<file path="config.mk">
export PLATFORM = sky130hd
export DESIGN_NAME = alu_control_md
export DESIGN_NICKNAME = d
export VERILOG_FILES = /design/src/rtl/alu_control_md.sv
export SDC_FILE = /design/constraint.sdc
export NUM_CORES = 1
export LEC_CHECK = 0
export CORE_UTILIZATION = 45
export CTS_CLUSTER_DIAMETER = 150
export DETAILED_ROUTE_END_ITERATION = 8
export PLACE_DENSITY = 0.85
export RECOVER_POWER = 100
export REMOVE_ABC_BUFFERS = 1
export SETUP_SLACK_MARGIN = 0.5
export SYNTH_ARGS = -nofsm -noshare
export SYNTH_HDL_FRONTEND = slang
export SYNTH_SLANG_ARGS = --single-unit
</file>
<file path="constraint.sdc">
create_clock -name clk -period 3.3 [get_ports clk]
set_input_delay 0.99 -clock clk [delete_from_list [all_inputs] [get_ports clk]]
set_output_delay 0.99 -clock clk [all_outputs]
set_load 0.05 [all_outputs]
</file>
<file path="src/rtl/alu_control_md.sv">
// ALU control for the multi-cycle MIPS datapath.
// Decodes alu_op/funct into an ALU operation select, drives the HI/LO write
// enables and result mux select, and sequences iterative MULT/MULTU/DIV/DIVU
// with a latency counter, producing busy/stall so the control FSM interlocks
// MFHI/MFLO and back-to-back mul/div behind an in-flight operation.
// Optional feature: define ALU_CTRL_MTHILO_EN to decode MTHI/MTLO.

package alu_pkg;
  typedef enum logic [3:0] {
    C_ADD_U  = 4'd0,
    C_SUB_U  = 4'd1,
    C_AND    = 4'd2,
    C_OR     = 4'd3,
    C_XOR    = 4'd4,
    C_SLT    = 4'd5,
    C_SLT_U  = 4'd6,
    C_SLL    = 4'd7,
    C_SRL    = 4'd8,
    C_SRA    = 4'd9,
    C_MULT   = 4'd10,
    C_MULT_U = 4'd11,
    C_DIV    = 4'd12,
    C_DIV_U  = 4'd13,
    C_PASS_A = 4'd14
  } alu_sel_t;

  // alu_op encodings
  localparam logic [5:0] OP_RTYPE = 6'h00;
  localparam logic [5:0] OP_ADDIU = 6'h09;
  localparam logic [5:0] OP_SLTI  = 6'h0A;
  localparam logic [5:0] OP_ANDI  = 6'h0C;
  localparam logic [5:0] OP_ORI   = 6'h0D;

  // RTYPE funct encodings
  localparam logic [5:0] FN_SLL   = 6'h00;
  localparam logic [5:0] FN_SRL   = 6'h02;
  localparam logic [5:0] FN_SRA   = 6'h03;
  localparam logic [5:0] FN_MFHI  = 6'h10;
  localparam logic [5:0] FN_MTHI  = 6'h11;
  localparam logic [5:0] FN_MFLO  = 6'h12;
  localparam logic [5:0] FN_MTLO  = 6'h13;
  localparam logic [5:0] FN_MULT  = 6'h18;
  localparam logic [5:0] FN_MULTU = 6'h19;
  localparam logic [5:0] FN_DIV   = 6'h1A;
  localparam logic [5:0] FN_DIVU  = 6'h1B;
  localparam logic [5:0] FN_ADDU  = 6'h21;
  localparam logic [5:0] FN_SUBU  = 6'h23;
  localparam logic [5:0] FN_AND   = 6'h24;
  localparam logic [5:0] FN_OR    = 6'h25;
  localparam logic [5:0] FN_XOR   = 6'h26;
  localparam logic [5:0] FN_SLT   = 6'h2A;
  localparam logic [5:0] FN_SLTU  = 6'h2B;
endpackage

module alu_control_md
  import alu_pkg::*;
#(
  parameter int MUL_LATENCY = 4,
  parameter int DIV_LATENCY = 32,
  parameter int CNT_W       = 6
) (
  input  logic       clk,
  input  logic       rst,
  input  logic       en,
  input  logic [5:0] alu_op,
  input  logic [5:0] ir_5_to_0,
  output logic       hi_en,
  output logic       lo_en,
  output logic [1:0] alu_lo_hi,
  output alu_sel_t   opsel,
  output logic       busy,
  output logic       stall,
  output logic       illegal
);

  typedef enum logic [1:0] {S_IDLE, S_MUL, S_DIV, S_WB} state_t;

  // Counter preloads: the FSM spends exactly LATENCY cycles in MUL/DIV.
  localparam logic [CNT_W-1:0] MUL_CNT_INIT = CNT_W'(MUL_LATENCY - 1);
  localparam logic [CNT_W-1:0] DIV_CNT_INIT = CNT_W'(DIV_LATENCY - 1);

  state_t           r_state;
  logic [CNT_W-1:0] r_cnt;
  alu_sel_t         r_op;

  logic     w_en;
  logic     w_busy;
  alu_sel_t w_dec_op;
  logic     w_legal;
  logic     w_md;
  logic     w_is_mul;
  logic     w_mfhi;
  logic     w_mflo;
  logic     w_mthi;
  logic     w_mtlo;
  logic     w_issue_md;

  // Issue strobe is ignored while reset is held so every output sits at its
  // reset value regardless of what the control FSM is driving.
  assign w_en   = en & ~rst;
  assign w_busy = (r_state != S_IDLE);

  // Instruction decode: operation select plus class flags for interlocking.
  always_comb begin
    w_dec_op = C_ADD_U;
    w_legal  = 1'b0;
    w_md     = 1'b0;
    w_is_mul = 1'b0;
    w_mfhi   = 1'b0;
    w_mflo   = 1'b0;
    w_mthi   = 1'b0;
    w_mtlo   = 1'b0;
    if (alu_op == OP_RTYPE) begin
      case (ir_5_to_0)
        FN_ADDU:  begin w_dec_op = C_ADD_U; w_legal = 1'b1; end
        FN_SUBU:  begin w_dec_op = C_SUB_U; w_legal = 1'b1; end
        FN_AND:   begin w_dec_op = C_AND;   w_legal = 1'b1; end
        FN_OR:    begin w_dec_op = C_OR;    w_legal = 1'b1; end
        FN_XOR:   begin w_dec_op = C_XOR;   w_legal = 1'b1; end
        FN_SLT:   begin w_dec_op = C_SLT;   w_legal = 1'b1; end
        FN_SLTU:  begin w_dec_op = C_SLT_U; w_legal = 1'b1; end
        FN_SLL:   begin w_dec_op = C_SLL;   w_legal = 1'b1; end
        FN_SRL:   begin w_dec_op = C_SRL;   w_legal = 1'b1; end
        FN_SRA:   begin w_dec_op = C_SRA;   w_legal = 1'b1; end
        FN_MFHI:  begin w_dec_op = C_ADD_U; w_legal = 1'b1; w_mfhi = 1'b1; end
        FN_MFLO:  begin w_dec_op = C_ADD_U; w_legal = 1'b1; w_mflo = 1'b1; end
        FN_MULT:  begin w_dec_op = C_MULT;   w_legal = 1'b1; w_md = 1'b1; w_is_mul = 1'b1; end
        FN_MULTU: begin w_dec_op = C_MULT_U; w_legal = 1'b1; w_md = 1'b1; w_is_mul = 1'b1; end
        FN_DIV:   begin w_dec_op = C_DIV;    w_legal = 1'b1; w_md = 1'b1; end
        FN_DIVU:  begin w_dec_op = C_DIV_U;  w_legal = 1'b1; w_md = 1'b1; end
`ifdef ALU_CTRL_MTHILO_EN
        FN_MTHI:  begin w_dec_op = C_PASS_A; w_legal = 1'b1; w_mthi = 1'b1; end
        FN_MTLO:  begin w_dec_op = C_PASS_A; w_legal = 1'b1; w_mtlo = 1'b1; end
`endif
        default:  begin w_dec_op = C_ADD_U; w_legal = 1'b0; end
      endcase
    end else begin
      case (alu_op)
        OP_ADDIU: begin w_dec_op = C_ADD_U; w_legal = 1'b1; end
        OP_SLTI:  begin w_dec_op = C_SLT;   w_legal = 1'b1; end
        OP_ANDI:  begin w_dec_op = C_AND;   w_legal = 1'b1; end
        OP_ORI:   begin w_dec_op = C_OR;    w_legal = 1'b1; end
        default:  begin w_dec_op = C_ADD_U; w_legal = 1'b0; end
      endcase
    end
  end

  // Interlock and output drive: anything touching HI/LO waits out a busy unit.
  always_comb begin
    busy      = w_busy;
    stall     = w_en & w_busy & (w_mfhi | w_mflo | w_md | w_mthi | w_mtlo);
    illegal   = w_en & ~w_legal;
    opsel     = w_busy ? r_op : w_dec_op;
    alu_lo_hi = 2'b00;
    if (w_en && !stall) begin
      if (w_mfhi)      alu_lo_hi = 2'b10;
      else if (w_mflo) alu_lo_hi = 2'b01;
    end
    hi_en      = (r_state == S_WB) | (w_en & ~w_busy & w_mthi);
    lo_en      = (r_state == S_WB) | (w_en & ~w_busy & w_mtlo);
    w_issue_md = w_en & w_md & ~w_busy;
  end

  // Mul/div sequencer: capture the op at issue, count down, one WB cycle.
  always_ff @(posedge clk or posedge rst) begin
    if (rst) begin
      r_state <= S_IDLE;
      r_cnt   <= '0;
      r_op    <= C_ADD_U;
    end else begin
      case (r_state)
        S_IDLE: begin
          if (w_issue_md) begin
            r_op <= w_dec_op;
            if (w_is_mul) begin
              r_state <= S_MUL;
              r_cnt   <= MUL_CNT_INIT;
            end else begin
              r_state <= S_DIV;
              r_cnt   <= DIV_CNT_INIT;
            end
          end
        end
        S_MUL, S_DIV: begin
          if (r_cnt == '0) r_state <= S_WB;
          else             r_cnt   <= r_cnt - 1'b1;
        end
        S_WB:    r_state <= S_IDLE;
        default: r_state <= S_IDLE;
      endcase
    end
  end

endmodule

</file>
==> results.yml <==
clocking:
  numCtsBuffers: 3
  cts.sinks: 12
  cts_tree: "built"
  cts-root-buf: "clkbuf_4"
  cts_hold_repair.buffers: 0
  clk_latency_ns: 0.27
  htreeDepth: 1
  cts_buffer_depth: 2
  clk_pin_slew_worst_paths_ns: 0.07
sta:
  slew-limit-headroom_pct: 65.7
  setup_slack_ns: -0.392
  hold_viol: 0
  fin_skew_ns: 0.000683
  timing.hold.ws_ns: 0.491
  setup_viol: 8
  rsz0062_at_grt: "true"
  period_needed_ns: 3.69
  slew_viol_final: 0
  period_share_pct: 112
  max_freq_ghz: 0.271
  tightest_slew_ns: 0.516
placement:
  post-dp-hpwl_mm: 2.68
  gp_congestion: 0.843
  portBuffers: 25
synthesis:
  synth-edff-count: 0
  synth_cell_types: 45
  ys.warnings.count: 0
  synth_area_sq_mm: 0.00116
  synth-main-ff-cell: "dfrtp_1"
  syn-instance-count: 158
  async_flop_share_pct: 100
  yosys_register_bits: 12
  syn_avg_cell_area_sq_um: 7.36
  ys_seq_area_share_pct: 25.8
critical_path:
  startpoint_type: "input pin"
  cpMaxStageDelayCell: "a2111oi_2"
  r2r_cells: 6
  path_max_fanout: 3
  cp_common_cell: "buf_12"
  path_cells: "buf_4 -> buf_6 -> buf_12 -> and4b_1 -> a2111oi_2 -> o31ai_2 -> o2111ai_2 -> a31oi_2 -> buf_12"
  path_buf_inv: 4
  r2r_slack_ns: 1.45
  crit_type: "in -> out"
  arrival_ns: 2.70
  cp.depth: 9
  critPathRequiredTime_ns: 2.31
  rr_endpoint: "r_cnt[3]$_DFFE_PP0P_"
  critPathMaxStageDelay_ns: 0.50
  r2r-start: "r_state[0]$_DFFE_PP0P_"
  crit_path_end_kind: "primary output"
  path_delay_family: "compound AO/OA/AOI/OAI gates"
route:
  wire_per_inst_microns: 17.1
  via_per_inst: 5.99
  drcViolationCount: 0
  drt_iter0_drc: 54
  ant_nets: 0
  vias: 1509
  firstDrtPassIters: 4
  routed_wl_mm: 4.31
flow_run:
  cap_violations: 0
die:
  fp.dieW_microns: 52.9
  dieArea_sq_mm: 0.00279
  core_sq_mm: 0.00245
  die_y_microns: 52.9
  fp-row-count: 18
  initial_core_util_pct: 47.4
  io_pins: 26
hold_path:
  worstHoldPathCells: 2
  hold_class: "reg -> reg"
  whs_endpoint: "r_op[1]$_DFFE_PP0P_"
  min_from: "r_op[1]$_DFFE_PP0P_"
cells_and_area:
  postLayoutCoreUtil_pct: 84.3
  final_nets: 243
  antenna_cells: 0
  drive_gt1_share_pct: 45.0
  syn_to_final_growth_pct: 77.8
global_route:
  grt_antenna_before_repair: 0
  grt_pass1_wl_mm: 5.98
  track_usage_pct: 29.6
  grt_pass1_vias: 1419
  gr-total-overflow: 0
  grt_max_degree: 14
run_status:
  violations: "setup timing"
  status: "complete, but fails checks"
power_and_ir_drop:
  power_leakage_uw: 0.000908
  peakVddDrop_mv: 0.702
  cellPowerDensity_mw_per_mm2: 599
sequential cells by signal (all words and copies together) (netlist names):
signal   flops
r_cnt        6
r_state      2
r_op         4
synthesized netlist by cell type (all sizes together) (2+ instances only):
cell	count	area share, %
nand2	21	6.8
nor2	14	4.5
dfrtp	12	26
inv	12	3.9
a21oi	11	5.1
o21ai	10	4.3
clkbuf	9	2.9
nor3	6	2.6
a31oi	5	2.7
ha	4	4.3
nand2b	4	2.2
nand3	4	1.7
nand4	4	2.2
or4	4	3.2
nor2b	3	1.6
or2	3	1.8
a21o	2	1.3
and4b	2	1.7
buf	2	1.6
mux2	2	1.9
mux2i	2	1.7
nor3b	2	1.3
o2111ai	2	1.5
o41ai	2	1.5
or3	2	1.1
metal layers:
layer	share of wire, %	global-route usage, %	wire (microns)
met3	4.9	5.17	211
met5	0	0	0
met1	35	29.7	1530
met2	55	55.1	2380
met4	4.4	18.9	189
repair_timing:
| item | in CTS | in global routing |
|---|---|---|
| pin swaps | 17 | 17 |
| setup endpoints to repair | 19 | 11 |
| setup buffers | 9 | 2 |
| gates resized for setup | 73 | 17 |
kinds of logic (layout without fill, tap and decap cells):
family / Yosys count / after routing / synth area share [%]
and+or+nand+nor: 73 / 73 / 33.3
adders and majority gates: 4 / 4 / 4.30
muxes: 4 / 4 / 3.66
AOI/OAI and AO/OA: 41 / 41 / 23.8
xor gates and xnor gates: 1 / 1 / 0.753
buffers and inverters: 23 / 87 / 8.39
DFF: 12 / 12 / 25.8
worst max path at each step:
stage / from / endpoint / slack [ns]
final: ir_5_to_0[3] / opsel[0] / -0.39
after global routing: ir_5_to_0[3] / opsel[0] / -0.67
after CTS: alu_op[2] / opsel[0] / -0.30
after detailed placement: ir_5_to_0[3] / opsel[0] / -0.85
after global placement: ir_5_to_0[3] / opsel[0] / -0.67
after floorplan: alu_op[5] / opsel[0] / -0.69
layout make-up:
class                      instances  area [sq um]
inverter                          12          45.0
clock buffer                       3          22.5
fill                             125           385
tap                               30          37.5
timing repair buffer              72           712
sequential                        12           300
multi-input combinational        123           952
layout by cell type, fill, tap and decap left out, types with 5 or more instances in the layout:
master and instances:
nand2_1 20, buf_12 9, buf_6 12, a21oi_2 5
a21oi_1 5, nor2_1 13, buf_4 38, inv_1 12
dfrtp_1 12
where the power goes:
group	switching (uW)	internal, uW
Clock	44.5	42.3
Combinational	527	387
Sequential	41.9	196
Total	613	626
metrics by stage:
stage                     cells  setup TNS, ns  total power, uW  cell area, sq um  worst slack [ns]
after floorplan             147          -3.85              741              1110            -0.694
after detailed placement    238          -4.93             1090              1750            -0.855
after CTS                   250          -1.48             1220              1980            -0.301
final                       252          -1.85             1240              2070            -0.392
after global placement      238          -4.63             1070              1750            -0.667
after global routing        252          -2.37             1330              2070            -0.666
worst register-to-register path, cell delays in order, from the launching register on:
cell and delay (ns):
dfrtp_1 0.40, inv_1 0.06, ha_1 0.17, inv_1 0.11, or4_4 0.57, nand2b_1 0.19, o221a_1 0.24
No activity file was read; power rests on OpenSTA's default activity.
